<file path="src/rtl/shift_sequencer.sv">
// -----------------------------------------------------------------------------
// shift_sequencer
//
// Two-requester left-shift engine. In IDLE one requester is granted (round
// robin or fixed priority to requester 0), its operand is captured and shifted
// left one position per clock, using a single-position shifter, until the
// requested amount is reached. The result is then held in DONE until the
// consumer takes it.
//
// Ports:
//   clk, rst_n                 clock, asynchronous active-low reset
//   reqN_valid/data/amt/ready  requester N job handshake (N = 0, 1);
//                              ready is combinational and only high in IDLE
//   res_valid/data/id/ready    result handshake; res_id = owning requester
//   busy                       high whenever the FSM is not in IDLE
// Parameter:
//   RR_EN                      1 = round-robin grant, 0 = requester 0 wins
// -----------------------------------------------------------------------------

// Single-position left shifter: out = inp << 1 when s, else inp unchanged.
module shift1 (
    input  logic       s,
    input  logic [2:0] inp,
    output logic [2:0] out
);
    assign out = s ? {inp[1:0], 1'b0} : inp;
endmodule

module shift_sequencer #(
    parameter logic RR_EN = 1'b1
) (
    input  logic       clk,
    input  logic       rst_n,
    input  logic       req0_valid,
    input  logic [2:0] req0_data,
    input  logic [1:0] req0_amt,
    output logic       req0_ready,
    input  logic       req1_valid,
    input  logic [2:0] req1_data,
    input  logic [1:0] req1_amt,
    output logic       req1_ready,
    output logic       res_valid,
    output logic [2:0] res_data,
    output logic       res_id,
    input  logic       res_ready,
    output logic       busy
);

    typedef enum logic [1:0] {
        IDLE  = 2'd0,
        SHIFT = 2'd1,
        DONE  = 2'd2
    } state_t;

    state_t     state_q, state_d;
    logic [2:0] work_q, work_d;
    logic [1:0] cnt_q, cnt_d;
    logic       id_q, id_d;
    logic       last_q, last_d;   // index of the requester granted last

    logic       grant;            // requester that would be granted in IDLE
    logic       accept;
    logic [2:0] sel_data;
    logic [1:0] sel_amt;
    logic       shift_en;
    logic [2:0] shift_out;

    // Grant selection. With both valid, round robin picks the requester that
    // did not win last; last_q resets to 1 so requester 0 wins first.
    always_comb begin
        grant = 1'b0;
        if (req0_valid && req1_valid) begin
            grant = RR_EN ? ~last_q : 1'b0;
        end else if (req1_valid) begin
            grant = 1'b1;
        end
    end

    assign accept     = (state_q == IDLE) && (grant ? req1_valid : req0_valid);
    assign req0_ready = accept & ~grant;
    assign req1_ready = accept & grant;
    assign sel_data   = grant ? req1_data : req0_data;
    assign sel_amt    = grant ? req1_amt  : req0_amt;

    assign shift_en = (state_q == SHIFT);

    shift1 u_shift1 (
        .s   (shift_en),
        .inp (work_q),
        .out (shift_out)
    );

    // Next-state logic.
    // NOTE: every signal gets a default first, so no path through the case
    // leaves a value unassigned and no latch is inferred.
    always_comb begin
        state_d = state_q;
        work_d  = work_q;
        cnt_d   = cnt_q;
        id_d    = id_q;
        last_d  = last_q;
        case (state_q)
            IDLE: begin
                if (accept) begin
                    work_d  = sel_data;
                    cnt_d   = sel_amt;
                    id_d    = grant;
                    state_d = (sel_amt == 2'd0) ? DONE : SHIFT;
                end
            end
            SHIFT: begin
                work_d = shift_out;
                cnt_d  = cnt_q - 2'd1;
                if (cnt_q == 2'd1) begin
                    state_d = DONE;
                end
            end
            DONE: begin
                // Grant pointer only moves once the result has been handed off.
                if (res_ready) begin
                    state_d = IDLE;
                    last_d  = id_q;
                end
            end
            default: state_d = IDLE;
        endcase
    end

    // NOTE: state registers use non-blocking assignments so all flops update
    // together from values sampled before the edge.
    always_ff @(posedge clk or negedge rst_n) begin
        if (!rst_n) begin
            state_q <= IDLE;
            work_q  <= 3'b000;
            cnt_q   <= 2'd0;
            id_q    <= 1'b0;
            last_q  <= 1'b1;
        end else begin
            state_q <= state_d;
            work_q  <= work_d;
            cnt_q   <= cnt_d;
            id_q    <= id_d;
            last_q  <= last_d;
        end
    end

    // Result outputs are forced to zero outside DONE so intermediate shift
    // values never appear on the result bus.
    assign res_valid = (state_q == DONE);
    assign res_data  = res_valid ? work_q : 3'b000;
    assign res_id    = res_valid & id_q;
    assign busy      = (state_q != IDLE);

endmodule

</file>
<file path="config.mk">
export PLATFORM = sky130hd
export DESIGN_NAME = shift_sequencer
export DESIGN_NICKNAME = d
export VERILOG_FILES = /design/src/rtl/shift_sequencer.sv
export SDC_FILE = /design/constraint.sdc
export NUM_CORES = 1
export LEC_CHECK = 0
export ABC_AREA = 1
export BUFFER_PORTS_ARGS = -buffer_cell sky130_fd_sc_hd__buf_2
export CAP_MARGIN = 5
export CORE_MARGIN = 2
export CORE_UTILIZATION = 43
export CTS_BUF_LIST = sky130_fd_sc_hd__clkbuf_16
export DETAILED_ROUTE_END_ITERATION = 8
export PLACE_DENSITY_LB_ADDON = 0.3
export SYNTH_ARGS = -nofsm -noshare
export SYNTH_HDL_FRONTEND = slang
export SYNTH_SLANG_ARGS = --single-unit
export TNS_END_PERCENT = 100
</file>
<file path="constraint.sdc">
create_clock -name clk -period 1 [get_ports clk]
set_input_delay 0.1 -clock clk [delete_from_list [all_inputs] [get_ports clk]]
set_output_delay 0.1 -clock clk [all_outputs]
set_load 0.02 [all_outputs]
</file>
* Word-level counts from Yosys, hierarchy flattened
Index checks and enable logic that the tools add are counted.
** Cells by class
- $add $sub $neg :: 1
- Reduce and logical (&&, ||, !) cells :: 10
- Muxes and demuxes :: 15
- Bitwise gates (word level) :: 5
- Equal/unequal tests :: 6
** Operators by type and width (number)
- $mux W2 :: 6
- $mux W3 :: 3
- $pmux W2 S3 :: 1
- $pmux W3 S2 :: 1
- $reduce_and A2 Y1 :: 3
- $eq A2 B1 Y1 const B :: 2
- $logic_not A2 Y1 :: 2
- $ne A2 B1 Y1 const B :: 2
- $pmux W2 S2 :: 1
- $reduce_bool A2 Y1 :: 2
- $and A1 B1 Y1 :: 3
- $mux W1 :: 3
- $reduce_and A3 Y1 :: 1
- $eq A2 B2 Y1 const B :: 1
- $logic_and A1 B1 Y1 :: 2
- $ne A2 B2 Y1 const B :: 1
- $not A1 Y1 :: 2
- $sub A2 B1 Y2 const B :: 1
** Word-level totals
- Word-level logic and storage cells :: 42
- Output and inout bits :: 8
- Bits in registers :: 9

* Logic depth before layout (Yosys ltp)
- Word-level depth :: 7
- Mapped depth :: 7

* By module
From an unflattened synthesis, not the netlist that was laid out.
** Second synthesis, totals
- Cells, all modules :: 105
- Area total of the unflattened synthesis :: 644.4 um^2
** By module, submodules not included
- shift_sequencer :: cells each 96, area each 610.6 um^2, instances 1, sequential area each 226.5 um^2
- shift1 :: cells each 9, area each 33.8 um^2, instances 1, sequential area each 0.0 um^2

* Least setup slack after synthesis
OpenSTA, ideal clock, no wires.
- Path type :: register to register
- From :: register state_q[0]
- To :: register id_q
- Buffers on the path :: 0
- Arrival time :: 1.232 ns
- Stages on the path, launching flop included :: 5
- Library setup time :: 0.078 ns
- Setup slack :: -0.310 ns
- Period minus slack after synthesis :: 1.310 ns
- Path through :: dfrtp_1 nor2_4 inv_2 nor2_1 o21bai_1
** Between the ends
- Word-level cells in the longest chain between the ends :: 3
** Ends and longest elaborated chain
- start, declared :: line 55 : state_t state_q, state_d;
- start signal, assigned :: line 139 : state_q <= state_d;
- $logic_not A2 Y1 * :: line 79, 102
- $logic_and A1 B1 Y1 :: line 79 : assign accept = (state_q == IDLE) && (grant ? req1_valid : req0_valid);
- $reduce_and A2 Y1 (no line) *
- end signal, assigned :: line 142 : id_q <= id_d;
- end, declared :: line 58 : logic id_q, id_d;
Every way passes the cells marked *; elsewhere a longest branch is shown, timed or not.
A chain may end at the register's enable or synchronous reset.

* Final worst setup path
- From :: register state_q[1]
- To :: output res_id
** Between the ends
- Word-level cells in the longest chain between the ends :: 2
** Ends and longest elaborated chain
- $eq A2 B2 Y1 :: line 149 : assign res_valid = (state_q == DONE);
- $and A1 B1 Y1 :: line 151 : assign res_id = res_valid & id_q;
- end, declared :: line 44 : output logic res_id,
No other way between the ends.

==> results by stage <==
Status:
- The flow ran to the end, but the final reports show violations.
- The checks that failed: setup timing.

Synth:
- The post-synthesis sequential element count is 9.
- In the synthesized netlist, the number of instances is 92.
- The count of warnings emitted by yosys is 0.
- The post-synthesis sequential area ratio is 34.7%.
- A synthesized cell averages 7.10 µm².
- The count of cell types in the netlist is 21.
- The cell area after technology mapping is 653 µm².
- The post-synth net total is roughly 110.

Final layout:
- The layout-stage area growth over the synthesis result is 76.4%.
- In the layout the commonest cells are sky130_fd_sc_hd__inv_1 (16), sky130_fd_sc_hd__nand2_1 (15), sky130_fd_sc_hd__buf_2 (14), sky130_fd_sc_hd__buf_4 (13), sky130_fd_sc_hd__buf_6 (12).
- The most common library cell in the layout ignoring fill and taps is sky130_fd_sc_hd__inv_1.
- The post-route netlist has 55.6% of its cells at a drive strength greater than 1.
- 0 antenna diodes ended up in the layout.
- The number of nets in the finished design is 152.

STA:
- The worst pin sits at a relative slew slack of 84.6%.
- For the pin with the worst max-slew slack, the measured transition is between 0.2 and 0.25 ns.
- The number of max-slew violations in the final report came to 0.
- The final setup violation count is 17.
- The portion of the clock cycle consumed by the worst path in the final layout is 130%.
- The largest clock skew in the final design is 0.000472 ns.
- The highest clock frequency the design can meet is 0.771 GHz.
- Setup repair after global routing could not meet its margin everywhere.
- The worst-case setup margin in the final layout is -0.296 ns.
- After layout, the minimum clock period comes to 1.30 ns.
- The number of hold-slack violations in the final timing report is 0.

Critical path:
- The endpoint required time on the critical path is 0.90 ns.
- Data arrives at the worst endpoint at 1.20 ns.
- For this design, the slowest cell found on the critical path is sky130_fd_sc_hd__dfrtp_1.
- The endpoint type of the worst setup path is a primary output.
- The number of buffers and inverters on the critical path is 3.
- The flop-to-flop setup slack is -0.23 ns.
- The dominant delay contributor by cell family on the critical path is flip-flops.
- Along the worst path, the maximum fanout reaches 4.
- The startpoint type of the worst setup path is a flip-flop.
- The worst setup path is of the flip-flop to primary output kind.
- The cell repeated most along the worst path is sky130_fd_sc_hd__nor2_4.
- Traced cell by cell, the critical path runs through inv_2 > nor2_4 > inv_4 > nor2_4 > buf_6.
- On the worst path, the slowest cell contributes a delay of 0.41 ns.

Pwr:
- The combinational power share is a little over three fifths.
- Net switching is a little over two fifths of the power.
- The post-layout total power is 0.00382 W.
- The power per standard cell area is 3310 nW/µm².
- IR analysis of the VDD net gives a maximum drop of 0.00199 V.
- The analysis attributes to cell leakage a power of 0.620 nW.
- The share of total power dissipated in the clock network is 18.2%.
- The sequential fraction of design power is 19.0%.
- The switching power summed over all nets is around 0.0016 W.
- The internal power component is 0.00220 W.

Worst hold path:
- The worst hold path belongs to the class primary input to flip-flop.

Routing:
- The ratio of routed vias to standard cells is 4.97.
- The detailed-routing iteration count for the pre-antenna-repair pass is 4.
- The number of routed nets with antenna violations is 0.
- Dividing the detail-routed wire length by the instance count gives around 14 µm.
- The first routing iteration left 9 violations.
- The post-detailed-routing wire length is 2060 µm.
- For this block, the via count after detailed routing is 751.
- The DRC violation count after routing is 0.

Placed design:
- Timing analysis after detailed placement gives a worst setup slack of -0.145 ns.
- The final weighted congestion in routability-driven placement is around 0.77.
- The number of buffers inserted by port buffering is 22.
- The wire-length estimate of the detail-placed layout is 1200 µm.

Die:
- The number of top-level pins is 23.
- The horizontal die dimension is 43.0 µm.
- The area of the placeable core is 1470 µm².
- The die covers between 1500 and 2000 µm².
- The site row count is 14.
- The initial utilization of the core area, before any placement, comes to 44.4%.
- The floorplan die height is approximately 43 µm.

GRT:
- The largest net degree at the start of global routing is 10.
- The overall track demand over capacity in global routing is 21.5%.
- The aggregate global routing overflow is 0.
- The number of global-route vias before repair is 701.
- The first global-routing pass estimated a little under 3000 µm of wire.
- The initial antenna violation count is 0.

Clock network:
- The buffer type at the clock tree root is sky130_fd_sc_hd__clkbuf_16.
- For the worst-skew pair, the clock arrives at the later sink with an insertion delay of 0.23 ns.
- The sink count of the clock tree is 9.
- After clock tree synthesis, the clock-pin slew on the worst setup and hold paths is 0.04 ns.
- The H-tree depth is 1.
- The CTS buffer count is 3.
- TritonCTS built the clock tree.
- The clock passes through at most 2 buffers.

Flow run:
- Across the run, the number of max-cap violations was 0.
-- per-layer routing --
| layer | track usage (%) | vias to the layer above | part of all wire [%] |
|---|---|---|---|
| met4 | 15.2 | 0 | 5.1 |
| met1 | 26.7 | 339 | 40 |
| li1 | - | 371 | - |
| met5 | 0 | - | 0 |
| met3 | 0.851 | 10 | 5.1 |
| met2 | 35.5 | 31 | 49 |
-- what timing repair did --
action,4_1_cts,5_1_grt
endpoints found under the setup margin,17,17
hold buffers,1,0
gates cloned,0,0
gates resized for setup,21,14
pin swaps,4,5
hold endpoints to repair,9,0
setup buffers,6,3
-- state kept, by name (all words and copies together) (netlist names) --
register,count
cnt_q,2
id_q,1
last_q,1
state_q,2
work_q,3
-- cells in the mapped netlist --
master	instances	area, µm²
sky130_fd_sc_hd__nand2_2	1	6.26
sky130_fd_sc_hd__nand2_4	3	33.8
sky130_fd_sc_hd__inv_2	2	7.51
sky130_fd_sc_hd__nor2_4	3	33.8
sky130_fd_sc_hd__a21oi_1	4	20.0
sky130_fd_sc_hd__o211ai_1	1	7.51
sky130_fd_sc_hd__nand2_1	22	82.6
sky130_fd_sc_hd__ha_1	1	12.5
sky130_fd_sc_hd__nand3_1	8	40.0
sky130_fd_sc_hd__nor2_2	1	6.26
sky130_fd_sc_hd__o21bai_1	1	7.51
sky130_fd_sc_hd__buf_6	1	11.3
sky130_fd_sc_hd__o21ai_0	1	5.00
sky130_fd_sc_hd__o21ai_1	2	10.0
sky130_fd_sc_hd__dfstp_2	1	26.3
sky130_fd_sc_hd__nand3b_1	4	30.0
sky130_fd_sc_hd__inv_1	16	60.1
sky130_fd_sc_hd__inv_4	1	6.26
sky130_fd_sc_hd__nor2_1	10	37.5
sky130_fd_sc_hd__o21ai_2	1	8.76
sky130_fd_sc_hd__dfrtp_1	8	200
-- logic make-up after synthesis --
kind of cell	synth area share (%)
flip-flops	34.7
buffers and inverters	13.0
AND/OR/NAND/NOR	41.4
AO/OA/AOI/OAI	9.00
adder cells (fa/ha/maj)	1.92
-- power by group through the flow --
stage	Combinational (W)	Clock, W	Sequential [W]
after floorplan	0.00119	0	0.000697
after global placement	0.00171	0	0.000703
after detailed placement	0.00172	0	0.000712
after CTS	0.00207	0.000698	0.000708
after global routing	0.00259	0.000723	0.000742
final	0.00240	0.000697	0.000724
-- worst min-delay path, cell delays in order --
cell	delay (ns)
sky130_fd_sc_hd__buf_2	0.13
sky130_fd_sc_hd__nand2_4	0.08
sky130_fd_sc_hd__o21ai_2	0.06
-- layout make-up --
type	count	area, µm²
clock buffers	3	75.1
clock inverters	1	3.75
fillers	89	319
inverters	19	76.3
multi-input cells	63	437
flip-flops and latches	9	228
well taps	16	20.0
repair buffers	40	313
-- through the flow --
stage	TNS (ns)	std cells	cell area, µm²	hold slack [ns]	utilization [%]
floorplan	-0.635	92	702	-0.196	-
global placement	-0.930	137	881	-0.0347	59.9
detailed placement	-1.09	137	881	-0.0342	59.9
CTS	-2.88	148	1080	0.137	73.3
global route	-3.96	151	1150	0.155	78.3
finish	-3.17	151	1150	0.145	78.3
-- path summary, 6_finish.rpt --
| kind | start | end | cells after the start |
|---|---|---|---|
| max | state_q[1] | res_id | 5 |
| min | res_ready | last_q | 3 |
| max reg2reg | last_q | state_q[0] | 7 |
| min reg2reg | last_q | last_q | 2 |
| max in group asynchronous | rst_n | last_q | 2 |
| min in group asynchronous | rst_n | id_q | 2 |
No activity file was read; power rests on OpenSTA's default activity.
